--- src/rtl/pong_pkg.sv ---
// Shared types and constants for the pong sound path: arbiter states and
// the sound-table indices used by the game-event requesters.
package pong_pkg;

    typedef enum logic [1:0] {
        ARB_IDLE    = 2'd0,
        ARB_OFFER   = 2'd1,
        ARB_PLAYING = 2'd2,
        ARB_GAP     = 2'd3
    } arb_state_t;

    localparam int unsigned SOUND_W = 6;

    localparam logic [SOUND_W-1:0] SND_SILENCE  = 6'd0;
    localparam logic [SOUND_W-1:0] SND_WALL     = 6'd1;
    localparam logic [SOUND_W-1:0] SND_PADDLE   = 6'd9;
    localparam logic [SOUND_W-1:0] SND_SCORE    = 6'd17;
    localparam logic [SOUND_W-1:0] SND_GAMEOVER = 6'd33;

endpackage

--- src/rtl/sound_arbiter_prio_pick.sv ---
// Fixed-priority encoder: lowest set bit of vec wins; idx is 0 when vec is empty.
module prio_pick #(
    parameter int unsigned NREQ = 4,
    parameter int unsigned IW   = 2
) (
    input  logic [NREQ-1:0] vec,
    output logic            any_valid,
    output logic [IW-1:0]   idx
);

    always_comb begin
        any_valid = |vec;
        idx       = '0;
        for (int i = NREQ - 1; i >= 0; i--) begin
            if (vec[i]) idx = IW'(i);
        end
    end

endmodule

--- src/rtl/sound_arbiter.sv ---
// Shares one tone player between game-event requesters: pending store,
// fixed-priority grant, handshake, completion/timeout/preempt wait, and gap.
module sound_arbiter
    import pong_pkg::*;
#(
    parameter int unsigned NREQ    = 4,
    parameter int unsigned SOUND_W = pong_pkg::SOUND_W,
    parameter logic [23:0] TIMEOUT = 24'd8_000_000,
    parameter logic [15:0] GAP     = 16'd20_000,
    parameter bit          PREEMPT = 1'b1,
    localparam int unsigned OW     = (NREQ > 1) ? $clog2(NREQ) : 1
) (
    input  logic                    clk,
    input  logic                    reset_b,
    input  logic [NREQ-1:0]         req,
    input  logic [NREQ*SOUND_W-1:0] req_idx,
    output logic [SOUND_W-1:0]      sound_sel,
    output logic                    play_valid,
    input  logic                    play_ready,
    input  logic                    player_done,
    output logic                    abort,
    output logic [NREQ-1:0]         grant,
    output logic [OW-1:0]           owner,
    output logic                    dropped,
    output logic                    timeout
);

    arb_state_t                     state_q, state_d;
    logic [NREQ-1:0]                pend_q, pend_d;
    logic [NREQ-1:0][SOUND_W-1:0]   idx_q, idx_d;
    logic [OW-1:0]                  owner_q, owner_d;
    logic [SOUND_W-1:0]             sel_q, sel_d;
    logic [NREQ-1:0]                grant_q, grant_d;
    logic                           abort_q, abort_d;
    logic                           dropped_q, dropped_d;
    logic                           timeout_q, timeout_d;
    logic [23:0]                    tcnt_q, tcnt_d;
    logic [15:0]                    gcnt_q, gcnt_d;

    logic                           pend_any;
    logic [OW-1:0]                  pend_top;
    logic                           accept;

    // The same encoder picks the next winner and, while playing, tells us
    // whether a more urgent request is waiting.
    prio_pick #(.NREQ(NREQ), .IW(OW)) u_pick (
        .vec       (pend_q),
        .any_valid (pend_any),
        .idx       (pend_top)
    );

    assign accept = (state_q == ARB_OFFER) && play_ready;

    always_comb begin
        state_d   = state_q;
        pend_d    = pend_q;
        idx_d     = idx_q;
        owner_d   = owner_q;
        sel_d     = sel_q;
        grant_d   = '0;
        abort_d   = 1'b0;
        dropped_d = 1'b0;
        timeout_d = 1'b0;
        tcnt_d    = tcnt_q;
        gcnt_d    = gcnt_q;

        for (int i = 0; i < NREQ; i++) begin
            if (req[i]) begin
                if (pend_q[i] && !(accept && (owner_q == OW'(i)))) dropped_d = 1'b1;
                pend_d[i] = 1'b1;
                idx_d[i]  = req_idx[i*SOUND_W +: SOUND_W];
            end
        end

        unique case (state_q)
            ARB_IDLE: begin
                if (pend_any) begin
                    owner_d = pend_top;
                    sel_d   = idx_q[pend_top];
                    state_d = ARB_OFFER;
                end
            end
            ARB_OFFER: begin
                if (play_ready) begin
                    // A fresh request from the owner in the accept cycle stays pending.
                    if (!req[owner_q]) pend_d[owner_q] = 1'b0;
                    grant_d[owner_q] = 1'b1;
                    tcnt_d           = '0;
                    state_d          = ARB_PLAYING;
                end
            end
            ARB_PLAYING: begin
                if (player_done) begin
                    gcnt_d  = '0;
                    state_d = ARB_GAP;
                end else if (tcnt_q == TIMEOUT - 24'd1) begin
                    timeout_d = 1'b1;
                    gcnt_d    = '0;
                    state_d   = ARB_GAP;
                end else if (PREEMPT && pend_any && (pend_top < owner_q)) begin
                    abort_d = 1'b1;
                    gcnt_d  = '0;
                    state_d = ARB_GAP;
                end else if (tcnt_q != '1) begin
                    tcnt_d = tcnt_q + 24'd1;
                end
            end
            ARB_GAP: begin
                if (gcnt_q >= GAP) begin
                    state_d = ARB_IDLE;
                end else if (gcnt_q != '1) begin
                    gcnt_d = gcnt_q + 16'd1;
                end
            end
            default: state_d = ARB_IDLE;
        endcase
    end

    always_ff @(posedge clk or negedge reset_b) begin
        if (!reset_b) begin
            state_q   <= ARB_IDLE;
            pend_q    <= '0;
            idx_q     <= '0;
            owner_q   <= '0;
            sel_q     <= '0;
            grant_q   <= '0;
            abort_q   <= 1'b0;
            dropped_q <= 1'b0;
            timeout_q <= 1'b0;
            tcnt_q    <= '0;
            gcnt_q    <= '0;
        end else begin
            state_q   <= state_d;
            pend_q    <= pend_d;
            idx_q     <= idx_d;
            owner_q   <= owner_d;
            sel_q     <= sel_d;
            grant_q   <= grant_d;
            abort_q   <= abort_d;
            dropped_q <= dropped_d;
            timeout_q <= timeout_d;
            tcnt_q    <= tcnt_d;
            gcnt_q    <= gcnt_d;
        end
    end

    // Decoded straight from the state register so reset drops it at once.
    assign play_valid = (state_q == ARB_OFFER);
    assign sound_sel  = sel_q;
    assign owner      = owner_q;
    assign grant      = grant_q;
    assign abort      = abort_q;
    assign dropped    = dropped_q;
    assign timeout    = timeout_q;

endmodule

--- config.mk ---
export PLATFORM = sky130hd
export DESIGN_NAME = sound_arbiter
export DESIGN_NICKNAME = d
export VERILOG_FILES = /design/src/rtl/pong_pkg.sv /design/src/rtl/sound_arbiter_prio_pick.sv /design/src/rtl/sound_arbiter.sv
export SDC_FILE = /design/constraint.sdc
export NUM_CORES = 1
export LEC_CHECK = 0
export BUFFER_PORTS_ARGS = -buffer_cell sky130_fd_sc_hd__buf_2
export CORE_ASPECT_RATIO = 0.6
export CORE_MARGIN = 4
export CORE_UTILIZATION = 48
export CTS_CLUSTER_DIAMETER = 80
export DETAILED_ROUTE_END_ITERATION = 12
export PLACE_DENSITY = 0.67
export SYNTH_ARGS = -nofsm -noshare
export SYNTH_HDL_FRONTEND = slang
export SYNTH_HIERARCHICAL = 1
export SYNTH_SLANG_ARGS = --single-unit
--- constraint.sdc ---
create_clock -name clk -period 3.6 [get_ports clk]
set_input_delay 0.54 -clock clk [delete_from_list [all_inputs] [get_ports clk]]
set_output_delay 0.54 -clock clk [all_outputs]
set_load 0.1 [all_outputs]
Yosys cells after proc, flatten, opt, wreduce, memory -nomap -nowiden

Index checks and enable logic that the tools add are counted.

Mux-type cells: 53
$lt $le $gt $ge: 5
Add/subtract/negate cells: 2
Bitwise logic cells: 2
Reduce and logical (&&, ||, !) cells: 24
Eq/ne operators: 19

Operators with widths:

| kind                                                                 | count |
|---|---|
| 2-to-1 mux 24 bit                                                    | 5 |
| 2-to-1 mux 16 bit                                                    | 5 |
| case mux 24 bit (2 select lines)                                     | 1 |
| case mux 16 bit (2 select lines)                                     | 1 |
| adder 24 x 1 -> 24 bit (second input constant)                       | 1 |
| == test 24 x 23 -> 1 bit (second input constant)                     | 1 |
| != test 24 bit (second input constant)                               | 1 |
| 2-to-1 mux 1 bit                                                     | 21 |
| 2-to-1 mux 2 bit                                                     | 10 |
| 2-to-1 mux 4 bit                                                     | 5 |
| adder 16 x 1 -> 16 bit (second input constant)                       | 1 |
| greater-or-equal comparator 16 x 15 -> 1 bit (second input constant) | 1 |
| != test 16 bit (second input constant)                               | 1 |
| != test 2 bit (second input constant)                                | 8 |
| binary-select mux 6 bit (select 2 bit)                               | 1 |
| logical AND 1 bit                                                    | 11 |
| == test 2 bit (second input constant)                                | 4 |
| case mux 2 bit (4 select lines)                                      | 1 |
| AND reduction 4 bit                                                  | 2 |
| less-than comparator 2 x 3 -> 1 bit (second input constant)          | 2 |
| 2-to-1 mux 6 bit                                                     | 1 |
| AND reduction 6 bit                                                  | 1 |
| AND 4 bit                                                            | 1 |
| == test 2 x 1 -> 1 bit (second input constant)                       | 2 |
| other kinds (12)                                                     | 17 |

Logic and storage cells: 119
Bits in registers: 85
Input bits: 32

Longest topological paths before layout

Gate-level depths: netlist (run 1).

Depth after elaboration: 13
Gate-level depth with buffers: 10
Depth with buffers taken out: 7

By module

Netlist (run 1), hierarchy kept.

By module, submodules not included:

| module        | area each (µm²) | cells an instance | sequential area each (µm²) | instances |
|---|---|---|---|---|
| sound_arbiter | 4491.8          | 432               | 2127.0                     | 1 |
| prio_pick     | 35.0            | 7                 | 0.0                        | 1 |

Worst setup path before layout (run 1)

No wires, ideal clock.

Path type: register to register
Start point: reg owner_q[1] (netlist: owner[1])
End point: reg tcnt_q[4]
Slack: 0.874 ns
Stages on the path, launching flop included: 8
Data arrival time: 2.625 ns
Cell sequence: dfrtp_1 inv_1 ha_1 a211oi_1 a211oi_1 clkbuf_1 nand2_1 o32ai_1

Longest elaborated chain between the ends: 4

Ends and longest elaborated chain:

| what                                 | line                 | text |
|---|---|---|
| from (decl)                          | sound_arbiter.sv:31  | `logic [OW-1:0] owner_q, owner_d;` |
| from (signal assigned)               | sound_arbiter.sv:136 | `owner_q <= owner_d;` |
| less-than comparator 2 bit           | sound_arbiter.sv:100 | `end else if (PREEMPT && pend_any && (pend_top < owner_q)) begin` |
| logical AND 1 bit                    | sound_arbiter.sv:100 |  |
| != test 2 bit (no source line)       | --                   |  |
| AND reduction 6 bit (no source line) | --                   |  |
| to (signal assigned)                 | sound_arbiter.sv:142 | `tcnt_q <= tcnt_d;` |
| to (decl)                            | sound_arbiter.sv:37  | `logic [23:0] tcnt_q, tcnt_d;` |

No other way between the ends.
A chain may end at the register's enable or synchronous reset.

Worst setup path after layout (run 1)

Start point: reg pend_q[2]
End point: reg tcnt_q[2]

Longest elaborated chain between the ends: 7
Elaborated cells between the ends (all ways): 8

Ends and longest elaborated chain:

| what                                 | line                          | text |
|---|---|---|
| from (decl)                          | sound_arbiter.sv:29           | `logic [NREQ-1:0] pend_q, pend_d;` |
| from (signal assigned)               | sound_arbiter.sv:134          | `pend_q <= pend_d;` |
| 2-to-1 mux 2 bit (3 in series)       | sound_arbiter_prio_pick.sv:15 | `if (vec[i]) idx = IW'(i);` |
| net pend_top[1]                      | sound_arbiter.sv:41           | `logic [OW-1:0] pend_top;` |
| less-than comparator 2 bit           | sound_arbiter.sv:100          |  |
| logical AND 1 bit                    | sound_arbiter.sv:100          |  |
| != test 2 bit (no source line)       | --                            |  |
| AND reduction 6 bit (no source line) | --                            |  |

The timed path passes the listed nets, and every way through them passes these cells.

==> run metrics, run 1 <==
status=completed; Max stage delay on crit path=900 ps; period utilization=85.7%; P per Cell Area=659 mW/mm²; clock skew=5.33 ps; Placed Cells=602; M1 WL=5780 µm; crit path max-delay cell type=a211oi_4; GRT overflow=0; CP delay by family, top=compound AO/OA/AOI/OAI gates; syn_area_per_cell=10.3 µm²; die width=133 µm; Row Count=27; highest routed metal layer=met4; antenna-violating nets left=0; post-DP HPWL=7900 µm; yosys warns=6; ratio of cells with drive above 1 in the final layout=26.0%; setup violators final=0; antenna violations before repair=0; Clock Tree Root=clkbuf_16; Initial Util=49.3%; startpoint types=register; Reg clk slew, reported paths=60 ps; CP Cell Sequence=nor2_1, nor3_1, ha_1, a211oi_1, a211oi_4, buf_4, nand2_1, o32ai_1; Crit Path Max Fanout=29; # fillers=802; clock sink count=85; Vias=3751; Max-cap violations=0; RSZ-0062 raised after global routing=no; DRC viols=0; crit path launch=pend_q[2]$_DFF_PN0_; Yosys cell types=58; routed length per instance=17.8 µm; diode count=0; Post-synth EDFFs=0; Pleak=2.17 nW; synthesized net count=480; worst r2r path cells=8; setup_tns=0 ps; Critical Path RT=3830 ps; CTS tree=built; Slew Limit Headroom=28.0%; Die Height=83.2 µm; Worst setup EP type=register; fmax=324 MHz; VDD IR max=287 µV; metal3 WL=636 µm; Layout Cells excl Fill=618; Async SR Flop Fraction=100%; Post-CTS Resized=0; sequential share of the synthesized area=47.0%; first-pass GRT wire length=18500 µm; Critical Path AT=3310 ps; post-CTS setup buffers=0; Final GP Congestion=0.887; drt total wl=11000 µm; Core ar.=0.00919 mm²; metal2 WL=4520 µm; Pins Over Slew Limit=0; Post-Synthesis Cells=439; DR iter-0 viols=414; worst path bufs/invs=1; mapped cell area=0.00453 mm²; Main synth FF type=dfrtp_1; IO Port Bufs=47; largest net degree at the start of global routing=81; H-Tree Depth=3; Crit Reg-Reg Startpoint=pend_q[2]$_DFF_PN0_; Final Util=56.7%; nets@finish=524; HP Class=input port to asynchronous set/reset pin; WS Path Type=register to register; TritonCTS buffer count=9; first-pass detailed-route iteration total=5; vias in the first global route=3505; Clock Latency Late Sink=340 ps; Fin. Hold Viols=0; r2r setup slk=520 ps; post-route cell area=0.00521 mm²; Area Overhead vs Synth=15.1%; die area=0.0111 mm²; Vias/cell=6.07; final period demand of the worst path=3080 ps; io pins=48; #FFs+latches synth=85; actual slew at the worst max-slew pin=1080 ps; R2R Path End=tcnt_q[2]$_DFFE_PN0P_; Clock Tree Buf Depth=2; # hold bufs at CTS=0; Post-DP Area=0.00491 mm²; GRT Total Usage=20.6%
==> cell usage after synthesis (all sizes together), types with 5 or more instances <==
cell type  count  area share, %
and3           5           0.69
buf            6           0.75
mux2          33            8.2
dfrtp         85             47
nand2         46            3.8
o22ai          9            1.2
a21o           7            1.2
clkbuf        17            1.4
o21ai         15            1.7
a31oi         13            1.8
nor3          20            2.2
or4            7            1.3
nor4          11            1.7
nand4         13            1.8
nand3         24            2.7
ha             9            2.5
nor2          13            1.1
a21oi          5           0.64
mux4           6            3.0
inv           14            1.2
nand2b         6           0.83
or3            6           0.83
o32ai          6            1.2
o211ai         5           0.83
or2            7           0.97
==> power breakdown <==
| part | switching, mW | internal (mW) |
|---|---|---|
| clock network | 0.385 | 0.542 |
| logic | 0.918 | 0.372 |
| registers | 0.122 | 1.09 |
| total | 1.43 | 2.01 |
==> cells by family after synthesis <==
logic type      share of synthesized area (%)
simple gates                             21.3
compound gates                           14.0
flops                                    47.0
mux                                      11.9
buf+inv                                  3.32
fa+ha+maj                                2.49
==> per-stage QoR <==
step                worst slack (ps)  power (mW)  hold WS (ps)
global placement                 715        2.48           484
finish                           515        3.43           360
detailed placement               621        2.51           491
CTS                              567        3.45           405
global route                     341        3.62           417
floorplan                        874        2.21           244
==> layer usage <==
metal,track usage (%),up-vias
li1,-,1756
met1,33.4,1852
met2,27.8,136
met3,4.42,7
met4,4.30,0
met5,0,-
==> sequential cells by signal, indices dropped and copies added (netlist names) <==
signal / cells
pend_q: 4
dropped: 1
tcnt_q: 24
timeout: 1
grant: 4
idx_q: 24
abort: 1
gcnt_q: 16
owner: 2
state_q: 2
sound_sel: 6
==> layout by cell type (no fill, tap or decap), drive strengths merged, types with 4 or more instances in the layout <==
master,n
nor4,11
a221oi,4
nand2b,6
nand4,13
o21ai,15
o211ai,5
o32ai,6
buf,56
or4,7
or3,6
nand2,46
nand3,24
a21oi,5
clkbuf,10
nor2,13
o22ai,9
ha,9
and2,4
a31oi,13
inv,16
and3,5
dfrtp,85
a21o,7
mux4,6
mux2,33
or2,7
and4,4
nor3,20
==> how the worst max path moves through the flow <==
stage	end	slack, ps	cells after the start
floorplan	tcnt_q[4]$_DFFE_PN0P_	870	7
global placement	tcnt_q[8]$_DFFE_PN0P_	720	8
detailed placement	tcnt_q[2]$_DFFE_PN0P_	620	8
CTS	tcnt_q[2]$_DFFE_PN0P_	570	8
global route	tcnt_q[8]$_DFFE_PN0P_	340	8
finish	tcnt_q[2]$_DFFE_PN0P_	520	8
==> cell type report <==
type	instances	area [µm²]	share of cell area (%)
Multi-Input combinational cell	317	2260	43.4
Sequential cell	85	2130	40.8
Timing Repair Buffer	56	305	5.86
Clock buffer	10	229	4.40
Tap cell	130	163	3.12
Clock inverter	6	70.1	1.35
Inverter	14	52.6	1.01
No activity file was read; power rests on OpenSTA's default activity.
==> run 2, diff against run 1 <==
--- a/config.mk
+++ b/config.mk
@@ -9,9 +9,10 @@
 export CORE_ASPECT_RATIO = 0.6
 export CORE_MARGIN = 4
 export CORE_UTILIZATION = 48
+export CTS_BUF_LIST = sky130_fd_sc_hd__clkbuf_2 sky130_fd_sc_hd__clkbuf_4 sky130_fd_sc_hd__clkbuf_8
 export CTS_CLUSTER_DIAMETER = 80
 export DETAILED_ROUTE_END_ITERATION = 12
-export PLACE_DENSITY = 0.67
+export PLACE_DENSITY = 0.7
 export SYNTH_ARGS = -nofsm -noshare
 export SYNTH_HDL_FRONTEND = slang
 export SYNTH_HIERARCHICAL = 1
==> constraint.sdc (replaced) <==
create_clock -name clk -period 2.75 [get_ports clk]
set_input_delay 0.4125 -clock clk [delete_from_list [all_inputs] [get_ports clk]]
set_output_delay 0.4125 -clock clk [all_outputs]
set_load 0.1 [all_outputs]
==> run 2 against run 1 <==
  * Total power grew 29%
  * Die area unchanged
  * Design area is 1.4% higher
  * Sequential cell count unchanged
  * Global-route usage up 1.0 points
  * First-iteration DRC count is 4.1% lower
  * Maximum frequency increased by 19%
  * Critical path type unchanged
  * Critical endpoint is now gcnt_q[12]$_DFFE_PN0P_
==> run metrics, run 2 (synthesis results as in run 1) <==
Row Count=27 (unchanged); Layout Cells excl Fill=635 (+2.8%); Clock Tree Buf Depth=2 (unchanged); clock skew=6.53 ps (+1.20 ps); Clock Latency Late Sink=360 ps (+20 ps); Slew Limit Headroom=52.0% (+24 points); Vias=3846 (+2.5%); commonest cells after routing, fill and taps aside=dfrtp_1, nand2_1, buf_2, mux2_2, buf_4; Crit Path Max Fanout=15 (-48%); GRT overflow=0 (unchanged); Max stage delay on crit path=580 ps (-320 ps); top flop regs=idx_q x24, tcnt_q x24, gcnt_q x16; Post-DP Area=0.00504 mm² (+2.6%); diode count=0 (unchanged); Final Util=57.5% (+0.79 points); final period demand of the worst path=2590 ps (-494 ps); Vias/cell=6.06 (-0.21%); # hold bufs at CTS=0 (unchanged); worst path bufs/invs=2 (+1); fmax=386 MHz (+19%); Clock Tree Root=clkbuf_8; Critical Path AT=2880 ps (-430 ps); VDD IR max=473 µV (+65%); clock sink count=85 (unchanged); # fillers=807 (+0.62%); DRC viols=0 (unchanged); actual slew at the worst max-slew pin=714 ps (-363 ps); area of the multi-input gates=0.00226 mm² (unchanged); Reg clk slew, reported paths=80 ps (+20 ps); Max-cap violations=0 (unchanged); die width=133 µm (unchanged); crit path max-delay cell type=or4_1; DR iter-0 viols=397 (-4.1%); Die Height=83.2 µm (unchanged); CTS tree=built; Core ar.=0.00919 mm² (unchanged); Pins Over Slew Limit=0 (unchanged); overall power=4.42 mW (+29%); Critical Path RT=3040 ps (-790 ps); Fin. Hold Viols=0 (unchanged); TritonCTS buffer count=9 (unchanged); antenna violations before repair=0 (unchanged); vias in the first global route=3633 (+3.7%); Final GP Congestion=0.906 (+2.1%); Initial Util=49.3% (unchanged); WS Path Type=register to register; nets@finish=542 (+3.4%); CP Cell Sequence=or4_1, nor4_2, a211oi_4, buf_4, buf_4, or4_1, nand3_1; status=completed; largest net degree at the start of global routing=47 (-42%); setup_tns=0 ps (unchanged); H-Tree Depth=3 (unchanged); ratio of cells with drive above 1 in the final layout=28.7% (+2.7 points); GRT Total Usage=21.6% (+1.0 points); first-pass detailed-route iteration total=5 (unchanged); final worst setup slack=160 ps (-356 ps); post-route cell area=0.00528 mm² (+1.4%); register area=0.00213 mm² (unchanged); startpoint types=register; Area Overhead vs Synth=16.7%; drt total wl=11500 µm (+4.3%); most common cell after layout, fill and taps aside=dfrtp_1; DP Worst Slack=38.5 ps (-583 ps); first-pass GRT wire length=19300 µm (+4.1%); antenna-violating nets left=0 (unchanged); HP Class=input port to asynchronous set/reset pin; hold_ws=39.5 ps (-321 ps); setup violators final=0 (unchanged); Post-CTS Resized=0 (unchanged); RSZ-0062 raised after global routing=no; routed length per instance=18.1 µm (+1.5%); CP delay by family, top=simple AND/OR/NAND/NOR gates; die area=0.0111 mm² (unchanged); post-CTS setup buffers=0 (unchanged); Worst setup EP type=register; period utilization=94.2% (+8.5 points); Placed Cells=619 (+2.8%); io pins=48 (unchanged); Pleak=2.24 nW (+3.5%); post-DP HPWL=8520 µm (+7.8%); IO Port Bufs=47 (unchanged); P per Cell Area=837 mW/mm² (+27%)
[run 2: changes by cell type in the layout (fill, tap and decap cells not counted), sizes merged]
cell,previous run,this run
buf,56,74
clkinv,0,3
clkinvlp,3,0
bufinv,1,3
inv,16,14
clkbuf,10,9
[run 2: power breakdown]
part | internal (mW) | leakage (nW) | total (mW) | switching, mW
logic | 0.554 | 1.04 | 1.78 | 1.23
clock network | 0.600 | 0.119 | 1.05 | 0.449
registers | 1.43 | 1.08 | 1.59 | 0.163
[run 2: layer usage]
| layer | global-route usage, % | routed length, µm | vias to the layer above | share of wire (%) |
|---|---|---|---|---|
| li1 | - | - | 1790 | - |
| met1 | 34.0 | 5780 | 1892 | 50 |
| met2 | 28.9 | 4740 | 153 | 41 |
| met3 | 6.30 | 863 | 11 | 7.5 |
| met4 | 5.23 | 110 | 0 | 0.96 |
| met5 | 0 | 0 | - | 0 |
[run 2: final cells by class]
cell class	count	area share [%]
clock inverter	6	2.13
inverter	14	0.995
multi-input combinational	317	42.8
timing repair buffer	74	8.34
sequential	85	40.3
clock buffer	9	2.35
tap	130	3.08
[run 2: path summary, 6_finish.rpt]
check	from	end	slack (ps)	cells past startpoint
max	tcnt_q[18]$_DFFE_PN0P_	gcnt_q[12]$_DFFE_PN0P_	160	7
min reg2reg	idx_q[8]$_DFFE_PN0P_	idx_q[8]$_DFFE_PN0P_	510	1
max in group asynchronous	reset_b	tcnt_q[15]$_DFFE_PN0P_	2020	2
min	reset_b	sound_sel[5]$_DFFE_PN0P_	40	1
min in group clk	req_idx[4]	idx_q[4]$_DFFE_PN0P_	280	2
max reg2reg	tcnt_q[18]$_DFFE_PN0P_	gcnt_q[12]$_DFFE_PN0P_	160	7
[run 2: worst register-to-register path, cell delays in order (launching register included)]
cell and delay (ps):
dfrtp_1 430, or4_1 580, nor4_2 480, a211oi_4 120, buf_4 210, buf_4 170, or4_1 460, nand3_1 90
==> run 3, diff against run 2 <==
--- a/config.mk
+++ b/config.mk
@@ -8,11 +8,10 @@
 export BUFFER_PORTS_ARGS = -buffer_cell sky130_fd_sc_hd__buf_2
 export CORE_ASPECT_RATIO = 0.6
 export CORE_MARGIN = 4
-export CORE_UTILIZATION = 48
+export CORE_UTILIZATION = 27
 export CTS_BUF_LIST = sky130_fd_sc_hd__clkbuf_2 sky130_fd_sc_hd__clkbuf_4 sky130_fd_sc_hd__clkbuf_8
 export CTS_CLUSTER_DIAMETER = 80
 export DETAILED_ROUTE_END_ITERATION = 12
-export PLACE_DENSITY = 0.7
 export SYNTH_ARGS = -nofsm -noshare
 export SYNTH_HDL_FRONTEND = slang
 export SYNTH_HIERARCHICAL = 1
==> run 3 against run 2 <==
  * First-iteration DRC count down 26%
  * Sequential power about the same
  * Clock power down 14%
  * Critical path depth up 1
  * Critical path type unchanged
  * Critical endpoint is now gcnt_q[9]$_DFFE_PN0P_
==> run metrics, run 3 (synthesis results as in run 1) <==
Vias=3821 (-0.65%); H-Tree Depth=3 (unchanged); CTS tree=built; Switching Power=1.95 mW (+6.0%); drt total wl=12000 µm (+4.0%); Pins Over Slew Limit=0 (unchanged); first-pass detailed-route iteration total=5 (unchanged); Critical Path AT=2970 ps (+90 ps); GRT overflow=0 (unchanged); area of the multi-input gates=0.00228 mm² (+0.77%); post-DP HPWL=8810 µm (+3.4%); setup violators final=0 (unchanged); final period demand of the worst path=2660 ps (+74.1 ps); Row Count=36 (+33%); CP delay by family, top=simple AND/OR/NAND/NOR gates; clock skew=13.9 ps (+7.37 ps); sequential share of power=37.2% (+1.2 points); diode count=0 (unchanged); fmax=375 MHz (-2.8%); WS Path Type=register to register; final worst setup slack=85.8 ps (-74.1 ps); Crit Reg-Reg Startpoint=tcnt_q[19]$_DFFE_PN0P_; Core ar.=0.0164 mm² (+78%); commonest cells after routing, fill and taps aside=dfrtp_1, nand2_1, buf_2, mux2_2, buf_4; switch share=45.3% (+3.7 points); HP Class=input port to asynchronous set/reset pin; DRC viols=0 (unchanged); Final GP Congestion=0.874 (-3.6%); worst r2r path cells=8 (+1); Logic pwr share=41.8% (+1.5 points); Die Height=108 µm (+30%); r2r setup slk=90 ps (-70 ps); Initial Util=27.7% (-22 points); largest net degree at the start of global routing=45 (-4.3%); vias in the first global route=3767 (+3.7%); ratio of cells with drive above 1 in the final layout=29.4% (+0.73 points); most common cell after layout, fill and taps aside=dfrtp_1; Max stage delay on crit path=590 ps (about the same); top flop regs=idx_q x24, tcnt_q x24, gcnt_q x16; first-pass GRT wire length=19900 µm (+3.0%); startpoint types=register; TritonCTS buffer count=9 (unchanged); Post-DP Area=0.00516 mm² (+2.5%); R2R Path End=gcnt_q[9]$_DFFE_PN0P_; IO Port Bufs=47 (unchanged); Slew Limit Headroom=56.6% (+4.6 points); routed length per instance=16.3 µm (-10%); setup_tns=0 ps (unchanged); Fin. Hold Viols=0 (unchanged); Final Util=33.0% (-24 points); Clock Tree Buf Depth=2 (unchanged); Clock Tree Root=clkbuf_8; antenna violations before repair=0 (unchanged); clock power share=21.0% (-2.7 points); worst path bufs/invs=3 (+1); DP Worst Slack=-31.2 ps (-69.7 ps); die width=175 µm (+31%); status=completed; Area Overhead vs Synth=19.2%; period utilization=96.9% (+2.7 points); io pins=48 (unchanged); die area=0.0190 mm² (+71%); Max-cap violations=0 (unchanged); register area=0.00213 mm² (unchanged); Vias/cell=5.21 (-14%); Int Pwr=2.35 mW (-8.8%); P per Cell Area=797 mW/mm² (-4.7%); nets@finish=542 (unchanged); antenna-violating nets left=0 (unchanged); crit path max-delay cell type=or4bb_4; actual slew at the worst max-slew pin=645 ps (-68.7 ps); DR iter-0 viols=294 (-26%); VDD IR max=538 µV (+14%); Clock Latency Late Sink=390 ps (+30 ps); clock sink count=85 (unchanged); Reg clk slew, reported paths=100 ps (+20 ps); Crit Path Max Fanout=14 (-1); post-route cell area=0.00540 mm² (+2.2%); CP Cell Sequence=or4bb_4, nor4_4, buf_4, a211oi_4, buf_4, buf_4, or4b_1, o211ai_1; # fillers=1653 (+100%); most frequent CP cell=buf_4; Critical Path RT=3050 ps (about the same); Pleak=2.23 nW (-0.52%); Worst setup EP type=register; GRT Total Usage=13.3% (-8.3 points)
-- run 3: area by class of cell --
cell class                 count  area share (%)
multi-input combinational    317            42.2
sequential                    85            39.4
timing repair buffer          74            8.39
tap                          228            5.29
clock buffer                   9            2.30
clock inverter                 7            1.39
inverter                      14           0.974
-- run 3: metal layers --
layer | vias to the layer above | GRT usage [%] | share of wire (%)
met5 | - | 0 | 0
met4 | 0 | 3.70 | 1.3
met3 | 16 | 5.17 | 9.7
met2 | 150 | 18.5 | 41
met1 | 1862 | 19.1 | 47
li1 | 1793 | - | -
-- run 3: stage by stage --
step / hold slack [ps] / instances / power [mW]
floorplan: 117 / 439 / 2.89
global placement: 435 / 716 / 3.35
detailed placement: 436 / 716 / 3.40
CTS: 16.5 / 732 / 4.31
global route: 39.4 / 734 / 4.59
finish: 4.76 / 734 / 4.30
-- run 3: how the worst max path moves through the flow --
stage / from / end / slack, ps / cells after the start
after floorplan: owner[1]$_DFFE_PN0P_ / tcnt_q[4]$_DFFE_PN0P_ / 20 / 7
after global routing: tcnt_q[19]$_DFFE_PN0P_ / gcnt_q[9]$_DFFE_PN0P_ / -20 / 8
after global placement: tcnt_q[18]$_DFFE_PN0P_ / tcnt_q[10]$_DFFE_PN0P_ / -80 / 7
final: tcnt_q[19]$_DFFE_PN0P_ / gcnt_q[9]$_DFFE_PN0P_ / 90 / 8
after CTS: pend_q[2]$_DFF_PN0_ / tcnt_q[8]$_DFFE_PN0P_ / 40 / 9
after detailed placement: pend_q[2]$_DFF_PN0_ / tcnt_q[8]$_DFFE_PN0P_ / -30 / 9
-- run 3: power by group through the flow --
stage	sequential [mW]	combinational, mW	clock [mW]
finish	1.60	1.80	0.905
global route	1.63	1.97	0.990
CTS	1.59	1.78	0.937
detailed placement	1.62	1.78	0
global placement	1.60	1.74	0
floorplan	1.98	0.914	0
-- run 3: timing repair --
action | CTS | global route
pin swaps | 1 | 2
endpoints found under the setup margin | 2 | 10
buffers inserted | 0 | 2
resized for setup | 1 | 4
gates cloned | 0 | 0
hold buffers | 0 | 0
